==> src/rtl/fsm_step_controller_pkg.sv <==
// Shared types and build defaults for the FSM step controller.
// Holds the debounce state enum and sim/board timing constants.
package fsm_ctrl_pkg;

  typedef enum logic [1:0] {
    IDLE,
    PRESS_CNT,
    PRESSED,
    RELEASE_CNT
  } db_state_t;

  localparam int SIM_DEBOUNCE_CYCLES   = 16;
  localparam int BOARD_DEBOUNCE_CYCLES = 500000;
  localparam int SIM_AUTO_PERIOD       = 8;
  localparam int BOARD_AUTO_PERIOD     = 25000000;

  function automatic int cnt_width(input int n);
    int w;
    w = $clog2(n);
    return (w < 1) ? 1 : w;
  endfunction

endpackage

==> src/rtl/fsm_step_controller_if.sv <==
// Board-control and step bundle between the controller and its user.
// master drives raw controls; slave (controller) drives step outputs.
interface fsm_step_controller_if #(
  parameter int CNT_W = 8
);

  logic             key_n;
  logic             auto_mode;
  logic             sw_transition;
  logic             step;
  logic             transition;
  logic [CNT_W-1:0] step_count;

  modport master (
    output key_n,
    output auto_mode,
    output sw_transition,
    input  step,
    input  transition,
    input  step_count
  );

  modport slave (
    input  key_n,
    input  auto_mode,
    input  sw_transition,
    output step,
    output transition,
    output step_count
  );

endinterface

==> src/rtl/fsm_step_controller_sync2.sv <==
// Two-flop synchronizer with a parameterized reset value.
// Ports: clock, reset (async active-low), d (raw), q (synchronized).
module sync2 #(
  parameter logic RST_VAL = 1'b0
) (
  input  logic clock,
  input  logic reset,
  input  logic d,
  output logic q
);

  logic s1;

  always_ff @(posedge clock or negedge reset) begin
    if (!reset) begin
      s1 <= RST_VAL;
      q  <= RST_VAL;
    end else begin
      s1 <= d;
      q  <= s1;
    end
  end

endmodule

==> src/rtl/fsm_step_controller.sv <==
// Step/transition generator for the lab FSM (debounced key or timer).
// Ports: clock, reset (async active-low), bus (controls in, step out).
module fsm_step_controller
  import fsm_ctrl_pkg::*;
#(
  parameter int DEBOUNCE_CYCLES = SIM_DEBOUNCE_CYCLES,
  parameter int AUTO_PERIOD     = SIM_AUTO_PERIOD,
  parameter int CNT_W           = 8
) (
  input logic                 clock,
  input logic                 reset,
  fsm_step_controller_if.slave bus
);

  localparam int DW = cnt_width(DEBOUNCE_CYCLES);
  localparam int PW = cnt_width(AUTO_PERIOD);

  localparam logic [DW-1:0] DMAX =
    DW'(DEBOUNCE_CYCLES - 1);
  localparam logic [PW-1:0] PMAX =
    PW'(AUTO_PERIOD - 1);

  logic key_s;
  logic auto_s;
  logic sw_s;

  sync2 #(.RST_VAL(1'b1)) u_key (
    .clock (clock),
    .reset (reset),
    .d     (bus.key_n),
    .q     (key_s)
  );

  sync2 #(.RST_VAL(1'b0)) u_auto (
    .clock (clock),
    .reset (reset),
    .d     (bus.auto_mode),
    .q     (auto_s)
  );

  sync2 #(.RST_VAL(1'b0)) u_sw (
    .clock (clock),
    .reset (reset),
    .d     (bus.sw_transition),
    .q     (sw_s)
  );

  db_state_t       state;
  db_state_t       state_nxt;
  logic [DW-1:0]   dcnt;
  logic [DW-1:0]   dcnt_nxt;
  logic            press_evt;

  always_ff @(posedge clock or negedge reset) begin
    if (!reset) begin
      state <= IDLE;
      dcnt  <= '0;
    end else begin
      state <= state_nxt;
      dcnt  <= dcnt_nxt;
    end
  end

  always_comb begin
    state_nxt = state;
    dcnt_nxt  = dcnt;
    press_evt = 1'b0;
    unique case (state)
      IDLE: begin
        if (!key_s) begin
          state_nxt = PRESS_CNT;
          dcnt_nxt  = '0;
        end
      end
      PRESS_CNT: begin
        if (key_s) begin
          state_nxt = IDLE;
        end else if (dcnt == DMAX) begin
          state_nxt = PRESSED;
          press_evt = 1'b1;
        end else begin
          dcnt_nxt = dcnt + DW'(1);
        end
      end
      PRESSED: begin
        if (key_s) begin
          state_nxt = RELEASE_CNT;
          dcnt_nxt  = '0;
        end
      end
      RELEASE_CNT: begin
        // a glitch back low resumes the held press silently
        if (!key_s) begin
          state_nxt = PRESSED;
        end else if (dcnt == DMAX) begin
          state_nxt = IDLE;
        end else begin
          dcnt_nxt = dcnt + DW'(1);
        end
      end
      default: begin
        state_nxt = IDLE;
        dcnt_nxt  = '0;
      end
    endcase
  end

  logic [PW-1:0] presc;
  logic [PW-1:0] presc_nxt;
  logic          wrap;
  logic          auto_evt;

  // held at 0 while manual, so a rising auto_s restarts the period
  assign wrap     = (presc == PMAX);
  assign auto_evt = auto_s & wrap;

  always_comb begin
    presc_nxt = '0;
    if (auto_s && !wrap) begin
      presc_nxt = presc + PW'(1);
    end
  end

  always_ff @(posedge clock or negedge reset) begin
    if (!reset) begin
      presc <= '0;
    end else begin
      presc <= presc_nxt;
    end
  end

  logic             step_q;
  logic             trans_q;
  logic [CNT_W-1:0] count_q;
  logic             step_req;
  logic             step_nxt;

  // a mode switch could line up two events back to back;
  // the ~step_q term keeps step a single-cycle pulse
  assign step_req = auto_s ? auto_evt : press_evt;
  assign step_nxt = step_req & ~step_q;

  always_ff @(posedge clock or negedge reset) begin
    if (!reset) begin
      step_q  <= 1'b0;
      trans_q <= 1'b0;
      count_q <= '0;
    end else begin
      step_q <= step_nxt;
      if (step_nxt) begin
        trans_q <= sw_s;
        count_q <= count_q + CNT_W'(1);
      end
    end
  end

  assign bus.step       = step_q;
  assign bus.transition = trans_q;
  assign bus.step_count = count_q;

endmodule

==> src/flat_wrapper.sv <==
// flat-port wrapper written by rule: the top's interface ports become plain ports
module fsm_step_controller_flat import fsm_ctrl_pkg::*;
#(
  parameter int DEBOUNCE_CYCLES = SIM_DEBOUNCE_CYCLES,
  parameter int AUTO_PERIOD     = SIM_AUTO_PERIOD,
  parameter int CNT_W           = 8
)
  (clock, reset, bus_key_n, bus_auto_mode, bus_sw_transition, bus_step, bus_transition, bus_step_count);
  fsm_step_controller_if #(.CNT_W(CNT_W)) bus_i ();
  input logic clock;
  input logic reset;
  input wire logic [$bits(bus_i.key_n)-1:0] bus_key_n;
  input wire logic [$bits(bus_i.auto_mode)-1:0] bus_auto_mode;
  input wire logic [$bits(bus_i.sw_transition)-1:0] bus_sw_transition;
  output wire logic [$bits(bus_i.step)-1:0] bus_step;
  output wire logic [$bits(bus_i.transition)-1:0] bus_transition;
  output wire logic [$bits(bus_i.step_count)-1:0] bus_step_count;
  assign bus_i.key_n = bus_key_n;
  assign bus_i.auto_mode = bus_auto_mode;
  assign bus_i.sw_transition = bus_sw_transition;
  assign bus_step = bus_i.step;
  assign bus_transition = bus_i.transition;
  assign bus_step_count = bus_i.step_count;
  fsm_step_controller #(.DEBOUNCE_CYCLES(DEBOUNCE_CYCLES), .AUTO_PERIOD(AUTO_PERIOD), .CNT_W(CNT_W)) u_core (.clock(clock), .reset(reset), .bus(bus_i));
endmodule
==> config.mk <==
export PLATFORM = sky130hd
export DESIGN_NAME = fsm_step_controller_flat
export DESIGN_NICKNAME = d
export VERILOG_FILES = /design/src/rtl/fsm_step_controller_pkg.sv /design/src/rtl/fsm_step_controller_if.sv /design/src/rtl/fsm_step_controller_sync2.sv /design/src/rtl/fsm_step_controller.sv /design/src/flat_wrapper.sv
export SDC_FILE = /design/constraint.sdc
export NUM_CORES = 1
export LEC_CHECK = 0
export BUFFER_PORTS_ARGS = -buffer_cell sky130_fd_sc_hd__buf_4
export CAP_MARGIN = 30
export CORE_ASPECT_RATIO = 1.1
export CORE_MARGIN = 2
export CORE_UTILIZATION = 30
export CTS_CLUSTER_SIZE = 20
export DETAILED_ROUTE_END_ITERATION = 10
export PLACE_DENSITY = 0.58
export SLEW_MARGIN = 30
export SYNTH_ARGS = -nofsm -noshare
export SYNTH_HDL_FRONTEND = slang
export SYNTH_SLANG_ARGS = --single-unit
==> constraint.sdc <==
create_clock -name clock -period 2.2 [get_ports clock]
set_input_delay 0.11 -clock clock [delete_from_list [all_inputs] [get_ports clock]]
set_output_delay 0.11 -clock clock [all_outputs]
set_load 0.02 [all_outputs]
---- Word level (Yosys, flattened, before mapping) ----
Index checks and enable logic that the tools add are counted.
cells by class
  $add $sub $neg .......................... 3
  bitwise logic cells ..................... 3
  multiplexer cells ....................... 18
  equality and inequality tests ........... 11
  reduce and logical (&&, ||, !) cells .... 5
operators with widths
  kind                                                  count
  two-way mux 4 bit                                     5
  case mux 4 bit (4 select lines)                       1
  two-way mux 2 bit                                     6
  adder 8 x 1 -> 8 bit (second input constant)          1
  != test 2 bit (second input constant)                 4
  case mux 2 bit (4 select lines)                       1
  AND reduction 4 bit                                   2
  != test 3 x 2 -> 1 bit (second input constant)        2
  adder 4 x 1 -> 4 bit (second input constant)          1
  equality test 2 bit (second input constant)           2
  equality test 4 bit (second input constant)           1
  two-way mux 1 bit                                     4
  adder 3 x 1 -> 3 bit (second input constant)          1
  equality test 3 bit (second input constant)           1
  two-way mux 3 bit                                     1
  AND 1 bit                                             2
  equality test 2 x 1 -> 1 bit (second input constant)  1
  zero test 2 bit                                       1
  logical AND 1 bit                                     1
  zero test 1 bit                                       1
  inverter 1 bit                                        1
word-level totals
  logic and storage cells ................. 52
  register bits after elaboration ......... 25

---- Longest topological paths before layout ----
  depth in word-level cells ............... 6
  mapped depth ............................ 6
  gate-level depth less buffers ........... 6

---- Hierarchy ----
From an unflattened synthesis, not the netlist that was laid out.
unflattened totals
  cell total of the unflattened synthesis .. 75
  area total of the unflattened synthesis .. 1036.0 µm²
by module, submodules not included
  module                     area an instance (µm²)  instances  sequential area each (µm²)  cells each
  fsm_step_controller        883.3                   1          475.5                       69
  sync2 (u_core.u_auto ...)  50.0                    2          50.0                        2
  sync2 (u_core.u_key)       52.6                    1          52.6                        2

---- Worst setup path after synthesis ----
No wires, ideal clock.
  path kind ............................... reg-to-reg
  from .................................... register u_core.u_auto.q
  to ...................................... register u_core.count_q[1] (netlist: u_core.bus.step_count[1])
  arrival time ............................ 1.497 ns
  cell stages (with the launch flop) ...... 4
  data required time ...................... 2.075 ns
  setup slack ............................. 0.579 ns
  cell sequence ........................... dfrtp_1 or4_4 o22ai_4 mux2_2
on the way
  longest elaborated chain between the ends .. 3
RTL lines
  what                    line                             RTL
  from (decl)             fsm_step_controller_sync2.sv:9   output logic q
  from (signal assigned)  fsm_step_controller_sync2.sv:17  q <= RST_VAL;
  from (signal assigned)  fsm_step_controller_sync2.sv:20  q <= s1;
  AND 1 bit               fsm_step_controller.sv:115       assign auto_evt = auto_s & wrap;
  two-way mux 1 bit (*)   fsm_step_controller.sv:140       assign step_req = auto_s ? auto_evt : press_evt;
  AND 1 bit (*)           fsm_step_controller.sv:141       assign step_nxt = step_req & ~step_q;
  net u_core.step_nxt     fsm_step_controller.sv:136       logic step_nxt;
  to (signal assigned)    fsm_step_controller.sv:152       count_q <= count_q + CNT_W'(1);
  to (decl)               fsm_step_controller.sv:134       logic [CNT_W-1:0] count_q;
The timed path passes the listed nets; every way through them passes the cells marked *.
A chain may end at the register's enable or synchronous reset.

---- Final worst setup path ----
  from .................................... register u_core.u_auto.q
  to ...................................... register u_core.trans_q (netlist: u_core.bus.transition)
on the way
  longest elaborated chain between the ends .. 3
RTL lines
  what                   line                        RTL
  AND 1 bit              fsm_step_controller.sv:115
  two-way mux 1 bit (*)  fsm_step_controller.sv:140
  AND 1 bit (*)          fsm_step_controller.sv:141
  net u_core.step_nxt    fsm_step_controller.sv:136
  to (signal assigned)   fsm_step_controller.sv:151  trans_q <= sw_s;
  to (decl)              fsm_step_controller.sv:133  logic trans_q;
Marked as above.

==> results list <==
- Result of the run: completed
- The Yosys step of the flow raised 0 warnings.
* Worst slew slack as a fraction of its limit: 63.0%
* Largest register FFs: 8
- Chip Height: ~64 um
* Largest net degree at the start of global routing: 26
- At the later pin of the worst-skew pair, clock insertion delay measures 300 ps.
- Final critical-path setup slack: 494 ps
* Cell row count: 21
* Post-Synthesis Net Count: 82
- Post-Route Hold Slack: 212 ps
* Non-filler cells in the finished layout: 129
- The tool flagged a number of max-cap violations equal to 0.
- After layout, the worst path uses 77.6% of the clock period.
- Across every metal layer, demand over resource in global routing totals approximately a tenth.
* I/O Pins: 15
- After technology mapping, the gate count stands at 73.
- Number of DRC violations after detailed routing: 0
- After clock tree synthesis, the clock-pin slew on the worst setup and hold paths is 130 ps.
- Setup slack of the most critical reg-to-reg path: 490 ps
* Sum of overflow across all layers after global routing: 0
- Seq cells post-synth: 25
* Total number of H-tree levels: 1
- The setup path with the least slack is of type reg -> reg.
- Die width: 58.9 um
- In this run the static leakage power is 0.572 nW.
- The first routing iteration left 6 violations.
- Ratio of cells with drive above 1 in the final layout: a little over a quarter
* Final design area excluding fillers: around 1200 um2
- Routability-driven placement finished with a final weighted congestion of 0.719.
- Clock tree root driver cell: sky130_fd_sc_hd__clkbuf_4
- The die covers 3790 um2.
- Input/output buffers: 14
- The biggest area contributor in the post-synthesis netlist is sky130_fd_sc_hd__dfrtp_1.
* HPWL Detailed: 1130 um
* Maximum buffer depth of the clock tree: 2
- In this run the power density over the cells is 636 nW/um2.
- Launching element of the worst setup path: u_core.u_auto.q
* Antenna Nets Post-Route: 0
- In the routed layout, each cell is associated on average with a via count of 4.82.
- Core region area: 3100 um2
* WL/cell: between 10 and 15 um
- Wire length after detailed routing: 1530 um
- STA classifies the critical path endpoint as a register.
- Placed insts: around 120
- Across the VDD grid, the largest voltage drop is between 0.3 and 0.4 mV.
* Average size of a mapped cell: 13.6 um2
- Top area cells in the synthesized netlist: sky130_fd_sc_hd__dfrtp_1 58%, sky130_fd_sc_hd__xnor2_1 6.2%, sky130_fd_sc_hd__dfstp_2 5.3%
- The number of antenna violations at the first check in global routing was 0.
- The number of clock buffers added by TritonCTS is 3.
- Number of hold violations in the final report: 0
- The number of setup buffers added after CTS is 0.
* Arrival time reported for the critical path endpoint: 1900 ps
- Clock sink count: 25
- Actual slew at the worst max-slew pin: 551 ps
- Share of the yosys chip area belonging to registers: 63.2%
- Total number of vias: between 600 and 700
* Clock Skews: 10.1 ps
* Most frequent cells in the layout: 23 x sky130_fd_sc_hd__dfrtp_1, 14 x sky130_fd_sc_hd__buf_4, 7 x sky130_fd_sc_hd__xnor2_1
- Number of global-route vias before repair: 653
- Summing all placed instances gives a cell area of 1140 um2.
- Drt pass-1 iters: 2
- Number of diodes: 0
* Reg-to-reg critical path startpoint: u_core.u_auto.q
* Cell depth of the worst flop-to-flop path: 3
- Number of gates resized after CTS: 0
- For this run, the top clock speed supported by timing is 0.586 GHz.
* Area added between synthesis and finish: 21.5%
- Number of different library cells in the post-synthesis netlist: 23
* CP max FO: 10
- Finish-stage setup viols: 0
- Wire length of the first global-routing pass: ~2900 um
* Final-stage net count: 105
- The most critical setup path has its endpoint at u_core.bus.transition.
- Max-slew violation count: 0
* Setup repair after global routing missed its margin: false
- Before CTS, the worst setup slack after placement is 484 ps.
- The worst setup path is launched from a register.
- Top-area cell type share of the netlist area: 57.9%
- Setup total negative slack on the finished layout was measured at 0 ps.
* Reg-to-reg endpoint: u_core.bus.transition
* Starting utilization of the core area: 32.0%
- CTS tree: built
- Cell area after synthesis: slightly below 1000 um2
* Hold buffer count at CTS: 4
- Final Critical Period: 1710 ps
- Req. time, crit path: approximately 2400 ps
- Commonest non-fill, non-tap cell in the layout: sky130_fd_sc_hd__dfrtp_1
- The tightest min-delay check is of the in -> async type.
==> through the flow <==
step | power (mW) | util (%)
2_1_floorplan | 0.549 | -
3_3_place_gp | 0.579 | 36.8
3_5_place_dp | 0.582 | 36.8
4_1_cts | 0.783 | 38.9
5_1_grt | 0.816 | 38.9
6_report | 0.768 | 38.9
==> worst min path at each step <==
stage | startpoint | end | slack (ps) | depth (start not counted)
6_report | reset | u_core.bus.step_count[1] | 210 | 2
5_1_grt | reset | u_core.bus.step_count[1] | 240 | 2
4_1_cts | reset | u_core.bus.step_count[1] | 210 | 2
3_5_place_dp | reset | u_core.bus.step_count[1] | 20 | 1
3_3_place_gp | reset | u_core.bus.step_count[3] | 20 | 1
2_1_floorplan | reset | async pin | -190 | 0
==> cell usage after synthesis <==
| cell | count |
|---|---|
| sky130_fd_sc_hd__dfrtp_1 | 23 |
| sky130_fd_sc_hd__xnor2_1 | 7 |
| sky130_fd_sc_hd__nand4_1 | 6 |
| sky130_fd_sc_hd__nand2_1 | 5 |
| sky130_fd_sc_hd__ha_1 | 4 |
| sky130_fd_sc_hd__a21oi_1 | 3 |
| sky130_fd_sc_hd__nand3_1 | 3 |
| sky130_fd_sc_hd__o21ai_0 | 3 |
| sky130_fd_sc_hd__and3_1 | 2 |
| sky130_fd_sc_hd__and3b_2 | 2 |
| sky130_fd_sc_hd__dfstp_2 | 2 |
| sky130_fd_sc_hd__mux2_2 | 2 |
| sky130_fd_sc_hd__a21boi_0 | 1 |
| sky130_fd_sc_hd__a31oi_1 | 1 |
| sky130_fd_sc_hd__and2_1 | 1 |
| sky130_fd_sc_hd__and3_2 | 1 |
| sky130_fd_sc_hd__inv_1 | 1 |
| sky130_fd_sc_hd__mux2i_1 | 1 |
| sky130_fd_sc_hd__nor3b_1 | 1 |
| sky130_fd_sc_hd__o22ai_4 | 1 |
| sky130_fd_sc_hd__o2bb2ai_1 | 1 |
| sky130_fd_sc_hd__or4_4 | 1 |
| sky130_fd_sc_hd__xor2_1 | 1 |
==> critical path: stages (launching register included) <==
cell and delay (ps):
sky130_fd_sc_hd__dfrtp_1 430, sky130_fd_sc_hd__or4_4 550, sky130_fd_sc_hd__o22ai_4 260, sky130_fd_sc_hd__mux2_2 370
==> layout make-up <==
cell class	count	area (um2)
Clock buffer	4	26.3
Inverter	1	3.75
Timing Repair Buffer	18	145
Multi-Input combinational cell	47	362
Sequential cell	25	628
Fill cell	302	1890
Tap cell	34	42.5
==> cells by family (layout without fill, tap and decap cells) <==
group	Yosys count	after routing	share of synthesized area, %
AOI/OAI and AO/OA	10	10	7.30
DFF	25	25	63.2
buffers and inverters	1	23	0.377
and+or+nand+nor	22	22	13.7
muxes	3	3	3.27
adders and majority gates	4	4	5.04
xor gates and xnor gates	8	8	7.05
==> where the power goes <==
| part | leakage (nW) | switching [mW] | internal (mW) | total [mW] |
|---|---|---|---|---|
| logic | 0.232 | 0.0341 | 0.0352 | 0.0693 |
| registers | 0.325 | 0.0218 | 0.486 | 0.507 |
| clock network | 0.0150 | 0.121 | 0.0706 | 0.191 |
==> metal layers <==
metal | wire, um | track usage [%]
met5 | 0 | 0
met4 | 13 | 4.26
met3 | 35 | 2.02
met2 | 738 | 15.1
met1 | 741 | 12.8
Power figures use the tool's default switching activity.
